===== src/rtl/seg_scan_mux.sv =====
// seg_scan_mux: time-multiplexed scan driver for a 4-digit common-anode 7-seg.
// Ports: clk, reset (async, high), en, dig0..dig3 (active-low patterns) in;
// seg (active-low bus), an (active-low anodes), frame_start out. All registered.
// Define SEG_SCAN_BLANK_EN to compile in BLANK_CYC dark clocks between digits.
module seg_scan_mux #(
  parameter int DIV_W     = 16,
  parameter int BLANK_CYC = 4
) (
  input  logic       clk,
  input  logic       reset,
  input  logic       en,
  input  logic [6:0] dig0,
  input  logic [6:0] dig1,
  input  logic [6:0] dig2,
  input  logic [6:0] dig3,
  output logic [6:0] seg,
  output logic [3:0] an,
  output logic       frame_start
);

`ifdef SEG_SCAN_BLANK_EN
  typedef enum logic [1:0] {IDLE, SHOW, BLANK} state_t;
  logic [7:0] blk_q, blk_d;
`else
  typedef enum logic [0:0] {IDLE, SHOW} state_t;
  logic [31:0] unused_blank_cyc;
  assign unused_blank_cyc = BLANK_CYC;
`endif

  state_t           state_q, state_d;
  logic [1:0]       idx_q, idx_d;
  logic [DIV_W-1:0] pre_q, pre_d;
  logic [6:0]       snap_q [4];
  logic             snap_ld;
  logic [6:0]       seg_d;
  logic [3:0]       an_d;
  logic             fs_d;

  // Outputs are a registered decode of the current state, so the display
  // lags the state register by one clock and no input reaches an output
  // combinationally.
  always_comb begin
    state_d = state_q;
    idx_d   = idx_q;
    pre_d   = pre_q;
    snap_ld = 1'b0;
`ifdef SEG_SCAN_BLANK_EN
    blk_d   = blk_q;
`endif
    seg_d   = 7'h7F;
    an_d    = 4'hF;
    fs_d    = 1'b0;
    unique case (state_q)
      IDLE: begin
        if (en) begin
          state_d = SHOW;
          idx_d   = 2'd0;
          pre_d   = '0;
          snap_ld = 1'b1;
        end
      end
      SHOW: begin
        seg_d = snap_q[idx_q];
        an_d  = ~(4'b0001 << idx_q);
        fs_d  = (idx_q == 2'd0) && (pre_q == '0);
        if (!en) begin
          state_d = IDLE;
          idx_d   = 2'd0;
        end else if (pre_q == {DIV_W{1'b1}}) begin
`ifdef SEG_SCAN_BLANK_EN
          state_d = BLANK;
          blk_d   = 8'd0;
`else
          idx_d   = idx_q + 2'd1;
          pre_d   = '0;
          snap_ld = (idx_q == 2'd3);
`endif
        end else begin
          pre_d = pre_q + 1'b1;
        end
      end
`ifdef SEG_SCAN_BLANK_EN
      BLANK: begin
        if (!en) begin
          state_d = IDLE;
          idx_d   = 2'd0;
        end else if (blk_q == 8'(BLANK_CYC - 1)) begin
          state_d = SHOW;
          idx_d   = idx_q + 2'd1;
          pre_d   = '0;
          snap_ld = (idx_q == 2'd3);
        end else begin
          blk_d = blk_q + 8'd1;
        end
      end
`endif
      default: begin
        state_d = IDLE;
        idx_d   = 2'd0;
      end
    endcase
  end

  always_ff @(posedge clk or posedge reset) begin
    if (reset) begin
      state_q     <= IDLE;
      idx_q       <= 2'd0;
      pre_q       <= '0;
`ifdef SEG_SCAN_BLANK_EN
      blk_q       <= 8'd0;
`endif
      snap_q[0]   <= 7'h7F;
      snap_q[1]   <= 7'h7F;
      snap_q[2]   <= 7'h7F;
      snap_q[3]   <= 7'h7F;
      seg         <= 7'h7F;
      an          <= 4'hF;
      frame_start <= 1'b0;
    end else begin
      state_q     <= state_d;
      idx_q       <= idx_d;
      pre_q       <= pre_d;
`ifdef SEG_SCAN_BLANK_EN
      blk_q       <= blk_d;
`endif
      if (snap_ld) begin
        snap_q[0] <= dig0;
        snap_q[1] <= dig1;
        snap_q[2] <= dig2;
        snap_q[3] <= dig3;
      end
      seg         <= seg_d;
      an          <= an_d;
      frame_start <= fs_d;
    end
  end

endmodule


===== config.mk =====
export PLATFORM = sky130hd
export DESIGN_NAME = seg_scan_mux
export DESIGN_NICKNAME = d
export VERILOG_FILES = /design/src/rtl/seg_scan_mux.sv
export SDC_FILE = /design/constraint.sdc
export NUM_CORES = 1
export LEC_CHECK = 0
export CORE_UTILIZATION = 45
export DETAILED_ROUTE_END_ITERATION = 12
export DONT_BUFFER_PORTS = 1
export SYNTH_ARGS = -nofsm -noshare
export SYNTH_HDL_FRONTEND = slang
export SYNTH_SLANG_ARGS = --single-unit

===== constraint.sdc =====
create_clock -name clk -period 2.43 [get_ports clk]
set_clock_uncertainty 0.2 [all_clocks]
set_input_delay 0.3645 -clock clk [delete_from_list [all_inputs] [get_ports clk]]
set_output_delay 0.3645 -clock clk [all_outputs]
set_load 0.01 [all_outputs]

==> results.toml <==
[clock_network]
path_clk_slew_ns = 0.07
clock_latency_ns = 0.33
post_cts_resized = 0
clockBufferDepth = 2
cts_setup_buffers = 0
cts_tree = "done"
numCtsBuffers = 9
cts_root_buf = "clkbuf_8"
hold_buffers = 30
htree_levels = 3
clock-sinks = 59

[sta]
relSlewSlack = 0.616
fin_setup_tns_ns = 0
min_period_ns = 2.27
worst_pin_slew_ns = 0.575
max_freq_mhz = 440
setup_viol = 0
period_share = 0.935
drv_slew = 0
rsz0062_at_grt = "false"
finalHoldViolCount = 0

[floorplan]
dieArea_um2 = 7800
die_x_um = 88.3
row_count = 31
die_y_um = 88.3
pin_count = 43
start_util = 0.464
core_region_area_um2 = 7210

[layout]
design_area_um2 = 3920
drive_above_1_share = 0.271
fin_cells = 453
nets = 386
diodes = 0
syn2layout_area_growth_pct = 17.0

[global_route]
overflow = 0
grt_pass1_vias = 2556
grtUsageTotal = 0.228
grt_max_degree = 36
antenna_found_initial = 0
grt_pass1_wl_um = 13300

[setup_path]
crit_path_max_fanout = 28
critPathMaxStageDelay_ns = 0.42
cp_slowest_cell = "dfrtp_1"
cp-start-kind = "flip-flop"
critical-path-top-delay-family = "simple AND/OR/NAND/NOR gates"
cp.required_ns = 2.48
path_cells = "ha_1 > and4_4 > nand4_4 > o21a_1 > buf_4 > o211ai_1"
cp_num_buf_inv = 1
path_class = "flip-flop to flip-flop"
cp.arrival_ns = 2.32
cp-end-kind = "flip-flop"

[synthesis]
ys_top_cells_by_area = "dfstp_2 (31%), dfrtp_1 (15%), o211ai_1 (8.3%), nand2_1 (7.8%), o211ai_2 (7.5%)"
ys.flop_type = "dfstp_2"
synth_fp_nets = 365
synth_top_area_frac = 0.306
yosysWarnings = 0
synth_top_cells_by_count = "nand2_1 (70), dfstp_2 (39), o211ai_1 (37), dfrtp_1 (20), o211ai_2 (20)"
syn_area_um2 = 3350
syn_avg_cell_area_um2 = 10.2
synth_cell_types = 43
synth-seq-cells = 59
async_flop_share = 1.00
postSynthCellCount = 328
yosysTopAreaCell = "dfstp_2"
yosysSeqAreaShare = 0.455
synth_most_common_cell = "nand2_1"
synth-edff-count = 0

[worst_hold_path]
hp-class = "input pin to flip-flop"

[run]
cap_viol_max_count = 0

[pwr]
leakage_uw = 0.00151
pwr_density_cell_nw_per_um2 = 626
peakVddDrop_uv = 211

[place]
portBuffers = 0
place_area_um2 = 3390
dpl.hpwl_um = 4930
dp_cells = 406
globalplace.congestion = 0.820

[route]
routed_wl_um = 8040
wl_per_cell_um = 17.7
vias = 2690
dr.pass1.iters = 4
first_iter_violations = 175
drc = 0
ant_nets = 0
vias_per_cell = 5.94

[outcome]
status = "complete, no violations"
[flip-flops by register name (all words and copies together) (netlist names)]
register,flops
pre_q,16
frame_start,1
an,4
state_q,1
idx_q,2
seg,7
snap_q,28
[cells in the final DEF (no fill, tap or decap), types with 3 or more instances in the layout]
cell type | Yosys | routed
nand2_1 | 70 | 70
dfstp_2 | 39 | 39
o211ai_1 | 37 | 37
dlygate4sd3_1 | 0 | 30
o211ai_2 | 20 | 20
dfrtp_1 | 20 | 20
a31oi_1 | 11 | 11
nand4_1 | 11 | 11
clkbuf_8 | 0 | 10
inv_1 | 10 | 9
buf_4 | 1 | 9
nand2b_1 | 8 | 8
o21ai_0 | 7 | 7
mux4_2 | 7 | 7
nand3_1 | 6 | 6
ha_1 | 6 | 6
and3_1 | 4 | 4
and4_1 | 4 | 4
nor2_1 | 4 | 4
nor3_1 | 3 | 3
o2bb2ai_1 | 3 | 3
nor4_1 | 3 | 3
[power by group]
part	total [µW]	switching (µW)	internal, µW
logic	323	160	163
clock network	903	384	519
registers	1230	88.1	1140
total	2450	632	1820
[per-layer routing]
metal	vias to the layer above	GRT usage	wire, µm
met5	-	0	0
met4	0	0.113	184
met3	12	0.0401	465
met2	96	0.325	3620
met1	1324	0.332	3770
li1	1258	-	-
[final timing paths]
kind / startpoint / to / slack [ns] / depth (start not counted)
worst max register to register: pre_q[1] / snap_q[23] / 0.16 / 6
min in group asynchronous: reset / pre_q[2] / 0.34 / 2
worst min register to register: snap_q[8] / snap_q[8] / 0.30 / 2
worst max-delay path: pre_q[1] / snap_q[23] / 0.16 / 6
max in group asynchronous: reset / snap_q[3] / 0.97 / 3
worst min-delay path: en / state_q / 0.05 / 1
[final cells by class]
type                       instances  area, µm²
multi-input combinational        227       1610
tap                               99        124
sequential                        59       1530
inverter                          11       41.3
clock buffer                      13        191
clock inverter                     3       17.5
fill                             629       3290
timing repair buffer              41        408
[cells by family after synthesis]
kind of cell               count (synthesis)  share of synthesized area
and+or+nand+nor                          124                      0.186
AOI/OAI and AO/OA                         85                      0.212
DFF                                       59                      0.455
buffers and inverters                     42                     0.0635
muxes                                      9                     0.0530
adders and majority gates                  6                     0.0224
xor gates and xnor gates                   3                    0.00784
[stage by stage]
step | hold slack [ns] | setup slack, ns | power (µW) | utilization
after detailed placement | 0.121 | 0.209 | 1510 | 0.470
after CTS | 0.00112 | 0.169 | 2480 | 0.542
final | 0.0535 | 0.159 | 2450 | 0.543
after global placement | 0.124 | 0.280 | 1500 | 0.470
after floorplan | 0.196 | 0.474 | 1450 | -
after global routing | 0.0394 | 0.0694 | 2570 | 0.543
Note: power is estimated with default switching activity, not from simulation.
